[src/rtl/gblcd_tx.sv]
// Game Boy LCD signal transmitter: emits pixclk/hsync/vsync/gb_d with the edge
// conventions the gblcd capture block expects, sourcing pixels from RAM or a test pattern.
module gblcd_tx #(
  parameter int CLK_DIV  = 4,
  parameter int H_ACTIVE = 160,
  parameter int H_TOTAL  = 400,
  parameter int HSYNC_W  = 2,
  parameter int V_ACTIVE = 144,
  parameter int V_TOTAL  = 154
) (
  input  logic       clk,
  input  logic       rst,
  input  logic       en,
  input  logic [1:0] mode,
  output logic       pix_rd,
  output logic [7:0] pix_x,
  output logic [7:0] pix_y,
  input  logic [1:0] pix_in,
  output logic [1:0] gb_d,
  output logic       pixclk,
  output logic       hsync,
  output logic       vsync,
  output logic       frame_start
);
  localparam int DW = (CLK_DIV > 1) ? $clog2(CLK_DIV) : 1;
  localparam int SW = $clog2(H_TOTAL);
  localparam int LW = $clog2(V_TOTAL);
  localparam logic [DW-1:0] DIV_LAST = DW'(CLK_DIV - 1);
  localparam logic [SW-1:0] H_LAST   = SW'(H_TOTAL - 1);
  localparam logic [SW-1:0] H_ACT    = SW'(H_ACTIVE);
  localparam logic [SW-1:0] HS_START = SW'(H_TOTAL - HSYNC_W);
  localparam logic [LW-1:0] V_LAST   = LW'(V_TOTAL - 1);
  localparam logic [LW-1:0] V_ACT    = LW'(V_ACTIVE);

  typedef enum logic {IDLE, RUN} state_t;
  state_t state;

  logic [DW-1:0] div, n_div;
  logic          half, n_half;
  logic [SW-1:0] slot, n_slot, fx;
  logic [LW-1:0] line_cnt, n_line, fy;
  logic [1:0]    mode_q, pf, pf_d, pat;
  logic [7:0]    fx8, fy8;
  logic          div_end, slot_end, line_end, frame_end, n_active, fv, rd_next;

  always_comb begin
    div_end   = (div == DIV_LAST);
    slot_end  = div_end & half;
    line_end  = slot_end & (slot == H_LAST);
    frame_end = line_end & (line_cnt == V_LAST);
    n_div     = div_end ? '0 : div + DW'(1);
    n_half    = div_end ? ~half : half;
    n_slot    = slot;
    if (slot_end) n_slot = (slot == H_LAST) ? '0 : slot + SW'(1);
    n_line    = line_cnt;
    if (line_end) n_line = (line_cnt == V_LAST) ? '0 : line_cnt + LW'(1);
    n_active  = (n_line < V_ACT) && (n_slot < H_ACT);

    // Coordinates of the pixel shown in the slot after the current one.
    if (slot == H_LAST) begin
      fx = '0;
      fy = (line_cnt == V_LAST) ? '0 : line_cnt + LW'(1);
      fv = (fy < V_ACT);
    end else begin
      fx = slot + SW'(1);
      fy = line_cnt;
      fv = (fx < H_ACT) && (line_cnt < V_ACT);
    end
    fx8 = 8'(fx);
    fy8 = 8'(fy);

    case (mode_q)
      2'd1:    pat = (fx8[3] ^ fy8[3]) ? 2'd3 : 2'd0;
      2'd2:    pat = fx8[5:4];
      2'd3:    pat = fy8[5:4];
      default: pat = 2'd0;
    endcase

    // pix_rd/pix_in is a fixed-latency strobe: no backpressure, data is
    // sampled on the clk after the strobe (div=1 of half B).
    rd_next = (mode_q == 2'd0) && n_half && (n_div == '0) && fv;
    pf_d = pf;
    if (state == RUN && half && div == DW'(1) && fv)
      pf_d = (mode_q == 2'd0) ? pix_in : pat;
  end

  always_ff @(posedge clk) begin
    if (rst) begin
      state       <= IDLE;
      div         <= '0;
      half        <= 1'b0;
      slot        <= '0;
      line_cnt    <= '0;
      mode_q      <= 2'd0;
      pf          <= 2'd0;
      gb_d        <= 2'd0;
      pixclk      <= 1'b0;
      hsync       <= 1'b0;
      vsync       <= 1'b0;
      frame_start <= 1'b0;
      pix_rd      <= 1'b0;
      pix_x       <= 8'd0;
      pix_y       <= 8'd0;
    end else begin
      case (state)
        IDLE: begin
          div         <= '0;
          half        <= 1'b0;
          slot        <= '0;
          line_cnt    <= '0;
          pf          <= 2'd0;
          gb_d        <= 2'd0;
          hsync       <= 1'b0;
          vsync       <= 1'b0;
          pix_rd      <= 1'b0;
          pix_x       <= 8'd0;
          pix_y       <= 8'd0;
          // Pixel (0,0) of the first frame has no prefetch, so it shows as 0.
          pixclk      <= en;
          frame_start <= en;
          if (en) begin
            state  <= RUN;
            mode_q <= mode;
          end
        end
        RUN: begin
          if (frame_end && !en) begin
            state       <= IDLE;
            div         <= '0;
            half        <= 1'b0;
            slot        <= '0;
            line_cnt    <= '0;
            pf          <= 2'd0;
            gb_d        <= 2'd0;
            pixclk      <= 1'b0;
            hsync       <= 1'b0;
            vsync       <= 1'b0;
            frame_start <= 1'b0;
            pix_rd      <= 1'b0;
            pix_x       <= 8'd0;
            pix_y       <= 8'd0;
          end else begin
            div         <= n_div;
            half        <= n_half;
            slot        <= n_slot;
            line_cnt    <= n_line;
            pf          <= pf_d;
            if (frame_end) mode_q <= mode;
            frame_start <= frame_end;
            pixclk      <= n_active & ~n_half;
            if (!n_active) gb_d <= 2'd0;
            else if (!n_half && n_div == '0) gb_d <= pf_d;
            hsync       <= (n_slot >= HS_START);
            vsync       <= (n_line == V_LAST);
            pix_rd      <= rd_next;
            pix_x       <= rd_next ? fx8 : 8'd0;
            pix_y       <= rd_next ? fy8 : 8'd0;
          end
        end
        default: state <= IDLE;
      endcase
    end
  end
endmodule
[config.mk]
export PLATFORM = sky130hd
export DESIGN_NAME = gblcd_tx
export DESIGN_NICKNAME = d
export VERILOG_FILES = /design/src/rtl/gblcd_tx.sv
export SDC_FILE = /design/constraint.sdc
export NUM_CORES = 1
export LEC_CHECK = 0
export CORE_ASPECT_RATIO = 0.75
export CORE_MARGIN = 1
export CORE_UTILIZATION = 51
export DETAILED_ROUTE_END_ITERATION = 10
export PLACE_DENSITY = 0.74
export REMOVE_ABC_BUFFERS = 1
export SYNTH_ARGS = -nofsm -noshare
export SYNTH_HDL_FRONTEND = slang
export SYNTH_SLANG_ARGS = --single-unit
[constraint.sdc]
create_clock -name clk -period 2.2 [get_ports clk]
set_input_delay 0.44 -clock clk [delete_from_list [all_inputs] [get_ports clk]]
set_output_delay 0.44 -clock clk [all_outputs]
set_load 0.005 [all_outputs]
# Word-level counts from Yosys, hierarchy flattened
# Cells that the tools add are included.
# W data, S select, Z words.
word_totals:
  reg_bits: 48
  in_bits: 7
  out_inout_bits: 23
classes:
  add_sub_neg: 3
  magnitude_cmp: 6
  n_eq_ne: 12
  muxes: 49
  bitwise: 8
  reduce_logical: 15
op_table:
  columns: ["operator", "n"]
  rows:
  - ["$mux W8", 8]
  - ["$pmux W8 S2", 3]
  - ["$mux W9", 3]
  - ["$lt A8 B8 Y1 const B", 3]
  - ["$mux W2", 12]
  - ["$lt A9 B8 Y1 const B", 2]
  - ["$pmux W9 S2", 1]
  - ["$eq A8 B8 Y1 const B", 2]
  - ["$pmux W2 S2", 4]
  - ["$pmux W1 S2", 7]
  - ["$logic_and A1 B1 Y1", 10]
  - ["$mux W1", 10]
  - ["$add A9 B1 Y9 const B", 1]
  - ["$eq A9 B9 Y1 const B", 1]
  - ["$ge A9 B9 Y1 const B", 1]
  - ["$add A8 B1 Y8 const B", 1]
  - ["$eq A2 B2 Y1 const B", 3]
  - ["$pmux W2 S3", 1]
  - ["$and A1 B1 Y1", 4]
  - ["$eq A2 B1 Y1 const B", 2]
  - ["$logic_not A2 Y1", 2]
  - ["$ne A2 B2 Y1 const B", 2]
  - ["$ne A4 B2 Y1 const B", 1]
  - ["$not A1 Y1", 3]
  - ["5 further kinds", 6]

# Longest topological paths before layout
# Gate-level depths: netlist of run 1.
logic_depth:
  word_depth: 12
  depth_mapped: 12
  mapped_depth_nobuf: 9

# Worst setup path after synthesis of run 1
# OpenSTA, ideal clock, no wires.
synth_timing:
  kind: "reg2reg"
  from: "register div[0]"
  to: "register pix_y[0]"
  t_arrival_ns: 2.214
  required_time_ns: 2.130
  setup_slack_ns: -0.084
  stages_incl_launch_ff: 12
  n_path_buf: 2
  cell_sequence: "dfxtp_1 -> ha_1 -> ha_1 -> and4_1 -> buf_2 -> nand3_2 -> o31ai_4 -> or2_2 -> nor2_1 -> nand4_2 -> buf_2 -> a21oi_1"
synth_between:
  elab_chain_len: 8
  word_cells_on_any_way: 15
  classes_between: "add/sub: 1; eq/ne: 1; mux: 5; bitwise: 3; reduce/logical: 5"
synth_rtl:
  columns: ["element", "line", "source"]
  rows:
  - ["from (decl)", "38", "logic [DW-1:0] div, n_div;"]
  - ["from (signal assigned)", "143", "div <= n_div;"]
  - ["$add A2 B1 Y2 or $eq A2 B2 Y1 (tied branches)", "51, 47", null]
  - ["$mux W2 or $mux W1 (tied branches)", "51, 52", null]
  - ["$logic_not A2 Y1 or $logic_and A1 B1 Y1 (tied branches)", "81", "rd_next = (mode_q == 2'd0) && n_half && (n_div == '0) && fv;"]
  - ["$logic_and A1 B1 Y1 (2 in series)", "81", null]
  - ["$mux W8", "157", "pix_y <= rd_next ? fy8 : 8'd0;"]
  - ["$mux W8 (*)", "127", "if (frame_end && !en) begin"]
  - ["$pmux W8 S2 (*)", "105", "case (state)"]
  - ["to (signal assigned)", "157", null]
  - ["to (decl)", "17", "output logic [7:0] pix_y,"]
# Every way passes the cells marked *; elsewhere a longest branch is shown, timed or not.
# A chain may end at the register's enable or synchronous reset.

# Final worst setup path of run 1
layout_timing:
  from: "register slot[0]"
  to: "register gb_d[0]"
layout_between:
  elab_chain_len: 11
  word_cells_on_any_way: 26
  classes_between: "add/sub: 1; order compare: 3; eq/ne: 2; mux: 13; bitwise: 3; reduce/logical: 4"
layout_rtl:
  columns: ["element", "line", "source"]
  rows:
  - ["from (decl)", "40", "logic [SW-1:0] slot, n_slot, fx;"]
  - ["from (signal assigned)", "145", "slot <= n_slot;"]
  - ["branches (longest 11 deep; another with $add A9 B1 Y9)", null, null]
  - ["to (signal assigned)", "152", "else if (!n_half && n_div == '0) gb_d <= pf_d;"]
  - ["to (decl)", "19", "output logic [1:0] gb_d,"]
# Parallel ways; which one is timed is not known. The select of a mux whose other input is x is not followed.

==> results of run 1 <==
[cell families after synthesis]
group | share of synthesized area
multiplexers | 0.0293
XOR/XNOR | 0.0480
adder cells (fa/ha/maj) | 0.0320
flip-flops | 0.351
AO/OA/AOI/OAI | 0.190
buffers and inverters | 0.0855
AND/OR/NAND/NOR | 0.264
[layer usage]
layer / wire length, um / track usage / up-vias
li1: - / - / 1320
met1: 3610 / 0.408 / 1321
met2: 3890 / 0.481 / 172
met3: 882 / 0.0666 / 26
met4: 244 / 0.0875 / 0
met5: 0 / 0 / -
[critical path, stage by stage (launching register included)]
cell      delay, ps
dfxtp_2         370
ha_4            180
buf_4           140
nand4_1         200
nor2_2          220
mux2i_1         300
a211oi_2        140
a311o_1         360
mux2i_4         150
o32ai_1         100
[per-stage QoR]
step / worst slack, ps / hold slack, ps / util / total power [mW] / setup TNS, ps
2_1_floorplan: -446 / 434 / - / 0.933 / -8930
3_3_place_gp: -213 / 469 / 0.693 / 0.969 / -2180
3_5_place_dp: -245 / 474 / 0.693 / 0.971 / -3370
4_1_cts: -49.6 / 490 / 0.747 / 1.67 / -273
5_1_grt: -161 / 525 / 0.793 / 1.72 / -1220
6_report: -77.1 / 495 / 0.793 / 1.67 / -225
[cell usage after synthesis, drive strengths merged (3+ instances only)]
master   n
nand2   21
buf     11
xor2     6
nand3   10
clkbuf  13
nand4    9
xnor2    9
inv     14
and3     8
nor3    17
a21oi   25
ha       7
or2      3
dfxtp   48
and4     3
and2     3
nand2b   3
nor2b    4
mux2i    8
o21ai    9
o31ai    4
nor2    40
a31oi    4
a211oi   7
[state kept, by name, summed over array words and instances, names as in the netlist]
signal,cells
half,1
pix_x,8
gb_d,2
pixclk,1
div,2
slot,9
pix_y,8
frame_start,1
state,1
pf,2
hsync,1
mode_q,2
line_cnt,8
pix_rd,1
vsync,1
[final timing paths]
check | endpoint | slack, ps | cells after the start
worst min-delay path | gb_d[0] | 500 | 2
worst max register to register | gb_d[0] | -80 | 9
worst max-delay path | gb_d[0] | -80 | 9
worst min register to register | gb_d[0] | 500 | 2
[area by class of cell]
| class | instances | share of cell area |
|---|---|---|
| timing repair buffer | 112 | 0.239 |
| multi-input combinational | 232 | 0.448 |
| clock inverter | 1 | 0.00752 |
| tap | 72 | 0.0225 |
| sequential | 48 | 0.245 |
| clock buffer | 7 | 0.0241 |
| inverter | 14 | 0.0132 |
[report_power, final]
| group | total [mW] | internal [mW] | switching [mW] |
|---|---|---|---|
| clock | 0.705 | 0.401 | 0.303 |
| combinational | 0.0818 | 0.0442 | 0.0376 |
| sequential | 0.880 | 0.872 | 0.00869 |
| total | 1.67 | 1.32 | 0.350 |
[repair_timing]
| action | in CTS | in global routing |
|---|---|---|
| setup endpoints to repair | 23 | 30 |
| pin swaps | 10 | 21 |
| setup buffers | 4 | 5 |
| resized for setup | 23 | 51 |
| hold buffers | 0 | 0 |
==> summary.txt, run 1 <==
Critical path
  • Largest fanout on the critical path: 5
  • Type of the setup path with the least slack: reg -> reg
  • Startpoint types: register
  • Worst EP required: 2390 ps
  • Critical R2R Launch: slot[0]
  • Capturing element type of the critical path: register
  • Startpoint of the worst setup timing path: slot[0]
  • Critical path arrival: 2460 ps

STA
  • Final number of hold-violating endpoints: 0
  • Final worst setup slack: -77.1 ps
  • Worst slew margin relative to its limit: 0.661
  • Skew final: 15.1 ps
  • Post-route minimum period: 2280 ps
  • Highest achievable clock rate: 0.439 GHz
  • Number of slew-limit violations in the final report: 0
  • Transition time at the pin with the least slew margin: 505 ps
  • Share of the clock period used by the worst path: 1.04
  • RSZ-0062 raised after global routing: yes
  • Setup Viol. Count Final: 5

Synth
  • Synth area leaders: dfxtp_1 35%, nor2_1 5.5%, a21oi_1 4.4%
  • Total of warnings raised by yosys: 0
  • Portion of synthesized cell area occupied by the leading cell type: 0.351
  • Dominant synthesized flop cell: dfxtp_1
  • Cell variety after synth: 65
  • Mapped cell area: 2740 um^2
  • Mean area per synthesized cell: 8.60 um^2
  • Synth area leader: dfxtp_1
  • Number of enable flip-flop cells after synthesis: 0
  • Post-synthesis register bit count: 48
  • Cells after Synth: 318
  • Post-synth ARST share: 0
  • Portion of the post-synthesis area used by sequential elements: 0.351

Drt
  • Wirelength per Cell: 17.7 um
  • Total wirelength of the detailed-routed design: 8.62 mm
  • Vias: 2839
  • Antenna-violating nets left: 0
  • First-iteration detailed-routing DRC count: 253
  • Length of the first detailed-routing pass in iterations: 5
  • Post-DR vias/cell: 5.84
  • Detailed-route DRC error count: 0

Run status
  • Outcome: complete, but fails checks
  • Violations in the final reports: setup timing

Global routing
  • Pin count of the biggest net entering global routing: 17
  • All-Layer GR Usage: 0.301
  • First-pass GRT wire length: 13.0 mm
  • Via count of the first global-routing pass: 2638
  • Total global routing overflow: 0
  • Initial antenna violation count: 0

Final layout
  • Fraction of layout cells with a size suffix above 1: 0.389
  • Multi-input gate area: 1790 um^2
  • Final-stage net count: 427
  • Most used cells in the layout excluding fill and tap cells: 75 x buf_4, 39 x dfxtp_1, 34 x nor2_1, 29 x clkdlybuf4s50_1, 20 x a21oi_1
  • FF+latch area: 980 um^2
  • Number of diodes added for antenna fixing: 0
  • Post-layout instance count excluding filler cells: 486
  • Most common cell after layout, fill and taps aside: buf_4
  • Area of all placed cells without fillers: 4000 um^2
  • Layout area overhead: 46.0%
  • Fillers: 323

Power and ir drop
  • IR Drop Worst-Case VDD: 0.000293 V
  • Power Density: 417 nW/um^2
  • LEAKAGE: 1.50 nW

CTS
  • CTS tree: yes
  • CTS Buf Count: 5
  • Buffer cell driving the clock tree root: clkbuf_8
  • Longest Clk Path Bufs: 2
  • Level count of the clock H-tree: 2
  • Clock-pin slew reported for the worst setup and hold paths after clock tree synthesis: 80 ps
  • TritonCTS Sinks: 48
  • Insertion delay of the later-clocked pin in the worst-skew pair: 310 ps

Hold path
  • Startpoint of the most critical hold path: gb_d[0]
  • Worst hold path type: reg -> reg

Floorplan
  • Vertical die dimension: 65.4 um
  • Starting density of the core: 0.543
  • Core region area: 5040 um^2
  • Die area: 5670 um^2
  • Boundary pin count: 30
  • Number of standard-cell rows in the floorplan: 22
  • Die width: 86.6 um

Placement
  • Final GP Congestion: 0.948
  • Total of buffers placed on input and output ports: 29
  • Half-perimeter wire length after detailed placement: 5.76 mm
  • Dpl cells: 469
  • Post-place instance area: 3490 um^2

Flow run
  • Number of violations of the max-capacitance limit: 0
Note: power is estimated with default switching activity, not from simulation.
==> run 2, diff against run 1 <==
- ABC_CLOCK_PERIOD_IN_PS: default -> 2200
==> results of run 2 <==
The final DEF is identical to that of run 1; final timing and power are the same.
